## src/rtl/ff_regfile_mp.sv

```systemverilog
// Multi-port flip-flop register file: one write/invalidate port, NRD registered read ports,
// per-entry valid bits, single-cycle error pulse and saturating error counter.
module ff_regfile_mp #(
  parameter int DW     = 8,
  parameter int DEPTH  = 8,
  parameter int AW     = $clog2(DEPTH),
  parameter int NRD    = 2,
  parameter int BYPASS = 0
) (
  input  logic              clk,
  input  logic              resetn,
  input  logic              wr,
  input  logic [AW-1:0]     waddr,
  input  logic [DW-1:0]     din,
  input  logic              clr,
  input  logic              clr_all,
  input  logic [NRD-1:0]    rd,
  input  logic [NRD*AW-1:0] raddr,
  output logic [NRD*DW-1:0] dout,
  output logic [NRD-1:0]    rvalid,
  output logic              error,
  output logic [7:0]        err_cnt
);

  logic [DW-1:0]     mem_q   [DEPTH];
  logic [DW-1:0]     mem_d   [DEPTH];
  logic [DEPTH-1:0]  valid_q, valid_d;
  logic [NRD*DW-1:0] dout_q, dout_d;
  logic [NRD-1:0]    rvalid_q, rvalid_d;
  logic              error_q, error_d;
  logic [7:0]        err_cnt_q, err_cnt_d;

  logic              w_in_range;
  logic              wr_ok, clr_ok, err_w;
  logic [NRD-1:0]    rd_err;
  logic [AW-1:0]     ra;
  logic              bypass_zero;

  // clr_all always wins; a colliding wr/clr is dropped and flagged.
  always_comb begin
    w_in_range = (32'(waddr) < DEPTH);
    wr_ok      = wr & ~clr & ~clr_all & w_in_range;
    clr_ok     = clr & ~wr & ~clr_all & w_in_range;
    err_w      = (clr_all & (wr | clr)) | (wr & clr) | ((wr | clr) & ~w_in_range);
  end

  always_comb begin
    mem_d   = mem_q;
    valid_d = valid_q;
    if (clr_all) begin
      for (int j = 0; j < DEPTH; j++) begin
        mem_d[j]   = '0;
        valid_d[j] = 1'b0;
      end
    end else if (wr_ok) begin
      mem_d[waddr]   = din;
      valid_d[waddr] = 1'b1;
    end else if (clr_ok) begin
      mem_d[waddr]   = '0;
      valid_d[waddr] = 1'b0;
    end
  end

  // With BYPASS set, reads observe the effective write-port operation of this cycle.
  always_comb begin
    dout_d      = '0;
    rvalid_d    = '0;
    rd_err      = '0;
    ra          = '0;
    bypass_zero = 1'b0;
    for (int i = 0; i < NRD; i++) begin
      ra          = raddr[i*AW +: AW];
      bypass_zero = (BYPASS != 0) && (clr_all || (clr_ok && (ra == waddr)));
      if (rd[i]) begin
        if (32'(ra) >= DEPTH) begin
          rd_err[i] = 1'b1;
        end else if (bypass_zero) begin
          rvalid_d[i] = 1'b0;
        end else if ((BYPASS != 0) && wr_ok && (ra == waddr)) begin
          dout_d[i*DW +: DW] = din;
          rvalid_d[i]        = 1'b1;
        end else if (valid_q[ra]) begin
          dout_d[i*DW +: DW] = mem_q[ra];
          rvalid_d[i]        = 1'b1;
        end
      end
    end
  end

  always_comb begin
    error_d   = err_w | (|rd_err);
    err_cnt_d = err_cnt_q;
    if (error_d && (err_cnt_q != 8'hFF)) begin
      err_cnt_d = err_cnt_q + 8'd1;
    end
  end

  always_ff @(posedge clk or negedge resetn) begin
    if (!resetn) begin
      for (int j = 0; j < DEPTH; j++) begin
        mem_q[j] <= '0;
      end
      valid_q   <= '0;
      dout_q    <= '0;
      rvalid_q  <= '0;
      error_q   <= 1'b0;
      err_cnt_q <= 8'd0;
    end else begin
      mem_q     <= mem_d;
      valid_q   <= valid_d;
      dout_q    <= dout_d;
      rvalid_q  <= rvalid_d;
      error_q   <= error_d;
      err_cnt_q <= err_cnt_d;
    end
  end

  assign dout    = dout_q;
  assign rvalid  = rvalid_q;
  assign error   = error_q;
  assign err_cnt = err_cnt_q;

endmodule

```

## config.mk

```make
export PLATFORM = sky130hd
export DESIGN_NAME = ff_regfile_mp
export DESIGN_NICKNAME = d
export VERILOG_FILES = /design/src/rtl/ff_regfile_mp.sv
export SDC_FILE = /design/constraint.sdc
export NUM_CORES = 1
export LEC_CHECK = 0
export ABC_AREA = 1
export ABC_CLOCK_PERIOD_IN_PS = 2400
export CORE_MARGIN = 2
export CORE_UTILIZATION = 40
export CTS_BUF_LIST = sky130_fd_sc_hd__clkbuf_16
export DETAILED_ROUTE_END_ITERATION = 8
export PLACE_DENSITY = 0.54
export SLEW_MARGIN = 20
export SYNTH_ARGS = -nofsm -noshare
export SYNTH_HDL_FRONTEND = slang
export SYNTH_SLANG_ARGS = --single-unit
export TNS_END_PERCENT = 30
```

## constraint.sdc

```tcl
create_clock -name clk -period 2.4 [get_ports clk]
set_input_delay 0.36 -clock clk [delete_from_list [all_inputs] [get_ports clk]]
set_output_delay 0.36 -clock clk [all_outputs]
set_load 0.03 [all_outputs]
```

=== After elaboration in Yosys (flattened, before gate mapping) ===
Index checks and enable logic that the tools add are counted.

* Add/subtract/negate cells: 1
* Magnitude comparators: 8
* Equality and inequality tests: 1
* Multiplexer cells: 29
* Bitwise operators: 19
* Reductions and logical operators: 4

{| class="wikitable"
|+ Operator list
! kind !! count
|-
| $mux W64 || 3
|-
| $mux W8 || 12
|-
| $and A64 B64 Y64 || 1
|-
| $bwmux W64 || 1
|-
| $not A64 Y64 || 1
|-
| $bmux W8 S3 || 2
|-
| $demux W8 S3 || 1
|-
| $ge A4 B4 Y1 const B || 3
|-
| $lt A3 B4 Y1 const B || 3
|-
| $not A3 Y4 || 3
|-
| $add A8 B1 Y8 const B || 1
|-
| $and A8 B8 Y8 || 1
|-
| $ne A8 B8 Y1 const B || 1
|-
| $not A8 Y8 || 1
|-
| $or A8 B8 Y8 || 1
|-
| $mux W1 || 7
|-
| $and A1 B1 Y1 || 6
|-
| $bmux W1 S3 || 2
|-
| $lt A4 B1 Y1 const B || 1
|-
| $demux W1 S3 || 1
|-
| $ge A3 B1 Y1 const B || 1
|-
| $logic_and A1 B1 Y1 || 3
|-
| $not A1 Y1 || 3
|-
| $reduce_bool A3 Y1 || 1
|-
| $or A1 B1 Y1 || 2
|}

* Register bits after elaboration: 99
* Bits of input ports: 24
* Logic and storage cells: 75

=== Longest topological paths before layout ===
* Word-level depth: 10
* Gate-level depth with buffers: 10
* Mapped depth without buffers: 8

=== Worst setup path after synthesis ===
No wires, ideal clock.

* Kind: register to register
* Start point: reg err_cnt_q[0], in the netlist err_cnt[0]
* End point: reg err_cnt_q[4], in the netlist err_cnt[4]
* Library setup time: 0.117 ns
* Arrival time: 1.448 ns
* Required time: 2.283 ns
* Slack: 0.834 ns
* Stages on the path, launching flop included: 9
* Cells stage by stage: dfrtp_1 -> ha_1 -> nand3_1 -> nor2_1 -> nand3_1 -> nand2_2 -> inv_1 -> nand2_1 -> nand2_1

* Word-level cells in the longest chain between the ends: 2
* Elaborated cells on any way between the ends: 3

{| class="wikitable"
|+ Ends and longest elaborated chain
! what !! RTL line !! text
|-
| start: declaration || 31 || <nowiki>logic [7:0] err_cnt_q, err_cnt_d;</nowiki>
|-
| start signal: assignment || 114 || <nowiki>err_cnt_q <= err_cnt_d;</nowiki>
|-
| parallel branches: the longest is 2 deep, another holds $add A8 B1 Y8 || -- ||
|}

Several ways; the timed one is not identified.
A chain may end at the register's enable or synchronous reset.

=== Worst setup path in the final report ===
* Start point: reg err_cnt_q[2], in the netlist err_cnt[2]
* End point: out err_cnt[2]

{| class="wikitable"
|+ RTL lines
! what !! RTL line !! text
|-
| end: declaration || 22 || <nowiki>output logic [7:0] err_cnt</nowiki>
|}

No word-level cell between the ends.

==> metrics <==
Final Hold Viols=0; clock latency at the later pin of the worst-skew pair=360 ps; fin cells=about 1,300; post-synth cell types=29; yosys warns=0; placed insts=between 1,000 and 1,500; Final Skew=16.6 ps; Reg clk slew, reported paths=80 ps; simple-gate share of the synthesized area=0.394; Worst path depth=1; layout cells sized above 1=0.0730; CTS Sinks=about 100; Crit Reg-Reg Startpoint=err_cnt[0]; Peak VDD IR=~570 uV; row count=46; drt wl/cell=15.9 um; # DRC=0; crit path launch=err_cnt[2]; Final Net Count=between 1,000 and 1,500; f_max=between 500 and 600 MHz; combinational power share=0.237; Hold WC Path Type=in2async; CTS tree=done; CP required=roughly 2000 ps; adder-cell area share of the yosys netlist=0.00195; GR Overflow Total=0; Synth Instances=between 900 and 1,000; first-pass iteration count of the detailed router=5; Critical Path Source Type=register; RSZ-0062 raised after global routing=false; count of final setup violators=0; DIE AREA=~17,000 um2; CP Cell Sequence=clkdlybuf4s50_1; max_slew headroom=0.457; DR iter-0 viols=between 400 and 500; FILL cells=about 1,700; final core utilization=0.473; Power per Cell Area=605 nW/um2; switching power share of the total=0.322; synthesized area=between 6000 and 7000 um2; DPL Wire Length=14,400 um; clk buf depth=2; initial antenna violation count=0; CP max-delay cell=clkdlybuf4s50_1; min Tclk post-route=around 1900 ps; Mapped Nets=1,013; detailed-route via count=about 6,000; ANT nets after route=0; Layout area overhead=16.6%; vias in the first global route=roughly 5,500; r2r setup slk=800 ps; final period utilization=0.779; setup TNS=0 ps; GPL Wtd Cong=0.886; sequential fraction of the synthesis area=0.387; Seq pwr share=0.418; max-cap violations=0; post-route cell area=7460 um2; NetSw=between 1 and 1.5 mW; post-synthesis mux area share=0; placed inst area=7150 um2; complex-gate fraction of the synthesized area=0.0750; largest net degree at the start of global routing=48; main combinational cell family by area after synthesis=simple AND/OR/NAND/NOR gates; Root Driver=clkbuf_16; pins over their slew limit=0; GRT Total Usage=0.247; Boundary Pins=between 50 and 60; r2r endpoint=err_cnt[5]; FF-to-FF path depth=8; first-pass GRT wire length=~32,000 um; register area=roughly 2500 um2; Worst Path Max Fanout=5; routed wire length=between 20,000 and 25,000 um; H-tree depth=3; CP endpoint kind=output pin; Int Pwr=3.06 mW; count of input and output buffers=50; Arrival @ worst endpoint=about 1500 ps; die width=roughly 130 um; area occupied by multi-input gates=about 3100 um2; static leakage=4.08 nW; Mean Syn Cell Area=approximately 6.5 um2; post-synthesis xor/xnor area fraction=0.00547; Max stage delay on crit path=710 ps; core area=about 16,000 um2; CP Buf/Inv Count=1; flops & latches, synth=between 90 and 100; Starting Density=0.406; Slew @ Worst Pin=between 800 and 900 ps; crit-path leading delay family=buffers and inverters; Clk pwr share=0.345; TritonCTS Buffers=9; vias per std cell=between 4 and 5; CP endpoint=err_cnt[2]; Die Ht=~130 um; status=finished clean; ANT cells=0; WS Path Type=reg2out
==> state kept, by name (all words and copies together) (netlist names) <==
signal	flops
dout	16
err_cnt	8
error	1
mem_q	64
rvalid	2
valid_q	8
==> timing repair <==
item                      4_1_cts  5_1_grt
setup buffers                   0        0
hold buffers                    1        0
hold endpoints to repair       26        0
gates resized for setup         0        0
==> power groups by stage <==
stage	clock network (mW)	logic, mW	registers (mW)
finish	1.56	1.07	1.89
global route	1.64	1.19	1.91
CTS	1.58	1.07	1.89
detailed placement	0	1.07	1.92
global placement	0	1.07	1.92
floorplan	0	0.585	2.00
==> stage by stage <==
step           power, mW  hold WS, ps  setup WS [ps]
3_5_place_dp        2.99          318            327
5_1_grt             4.74          512            484
6_report            4.52          464            530
2_1_floorplan       2.59         64.4            834
4_1_cts             4.54          479            521
3_3_place_gp        2.98          316            359
==> final cells by class <==
| type | count | share of cell area |
|---|---|---|
| multi-input cells | 683 | 0.409 |
| flip-flops and latches | 99 | 0.332 |
| repair buffers | 75 | 0.0972 |
| inverters | 169 | 0.0850 |
| well taps | 216 | 0.0362 |
| clock buffers | 9 | 0.0302 |
| clock inverters | 6 | 0.0109 |
==> synthesized netlist by cell type <==
| cell | count | share of area |
|---|---|---|
| nand2_2 | 11 | 0.011 |
| nand2_1 | 446 | 0.26 |
| a22oi_1 | 7 | 0.0082 |
| clkinv_1 | 2 | 0.0012 |
| nor3_4 | 1 | 0.0025 |
| buf_8 | 2 | 0.0047 |
| o21ai_1 | 61 | 0.048 |
| nand3b_1 | 2 | 0.0023 |
| nand3_4 | 3 | 0.0082 |
| o21ai_0 | 10 | 0.0078 |
| dfrtp_1 | 99 | 0.39 |
| buf_12 | 1 | 0.0031 |
| xor2_1 | 2 | 0.0027 |
| buf_6 | 2 | 0.0035 |
| a21oi_1 | 5 | 0.0039 |
| nand3_2 | 6 | 0.0094 |
| o211ai_1 | 3 | 0.0035 |
| buf_4 | 5 | 0.0059 |
| inv_2 | 6 | 0.0035 |
| nor2_2 | 1 | 0.00098 |
| o22ai_1 | 4 | 0.0039 |
| nand3_1 | 89 | 0.070 |
| buf_2 | 24 | 0.019 |
| ha_1 | 1 | 0.0020 |
| inv_1 | 161 | 0.094 |
| clkbuf_1 | 3 | 0.0018 |
| nor2_1 | 19 | 0.011 |
| nand2_4 | 10 | 0.018 |
| xnor2_1 | 2 | 0.0027 |
==> placed cells by master (no fill, tap or decap) <==
master and n:
o211ai_1 3, nand3b_1 2, buf_4 22, nand2_4 10
clkinv_4 1, nand3_2 6, clkinv_1 4, ha_1 1
clkinv_2 1, clkbuf_16 9, nand2_2 11, nor2_2 1
inv_1 161, buf_12 3, bufinv_16 2, xnor2_1 2
dlygate4sd3_1 1, o21ai_1 61, nor3_4 1, clkdlybuf4s50_1 49
nand3_4 3, o21ai_0 10, a22oi_1 7, nand2_1 446
a21oi_1 5, nand3_1 89, xor2_1 2, dfrtp_1 99
nor2_1 19, o22ai_1 4, inv_2 6
==> cells by family after synthesis <==
family / count (synthesis)
AND/OR/NAND/NOR: 588
buffers and inverters: 206
flip-flops: 99
AO/OA/AOI/OAI: 90
XOR/XNOR: 4
adder cells (fa/ha/maj): 1
==> worst min path at each step <==
stage,start,endpoint,slack (ps),depth (start not counted)
after floorplan,resetn,dout[0],60,0
after global placement,resetn,mem_q[34],320,1
after detailed placement,resetn,mem_q[38],320,1
after CTS,resetn,mem_q[38],480,2
after global routing,resetn,mem_q[38],510,2
final,resetn,mem_q[38],460,2
==> layer usage <==
layer,vias up,GRT usage,share of wire
met5,-,0,0
met1,2825,0.368,0.48
met3,35,0.0464,0.061
li1,3089,-,-
met4,0,0.0951,0.029
met2,197,0.355,0.43
No activity file was read; power rests on OpenSTA's default activity.
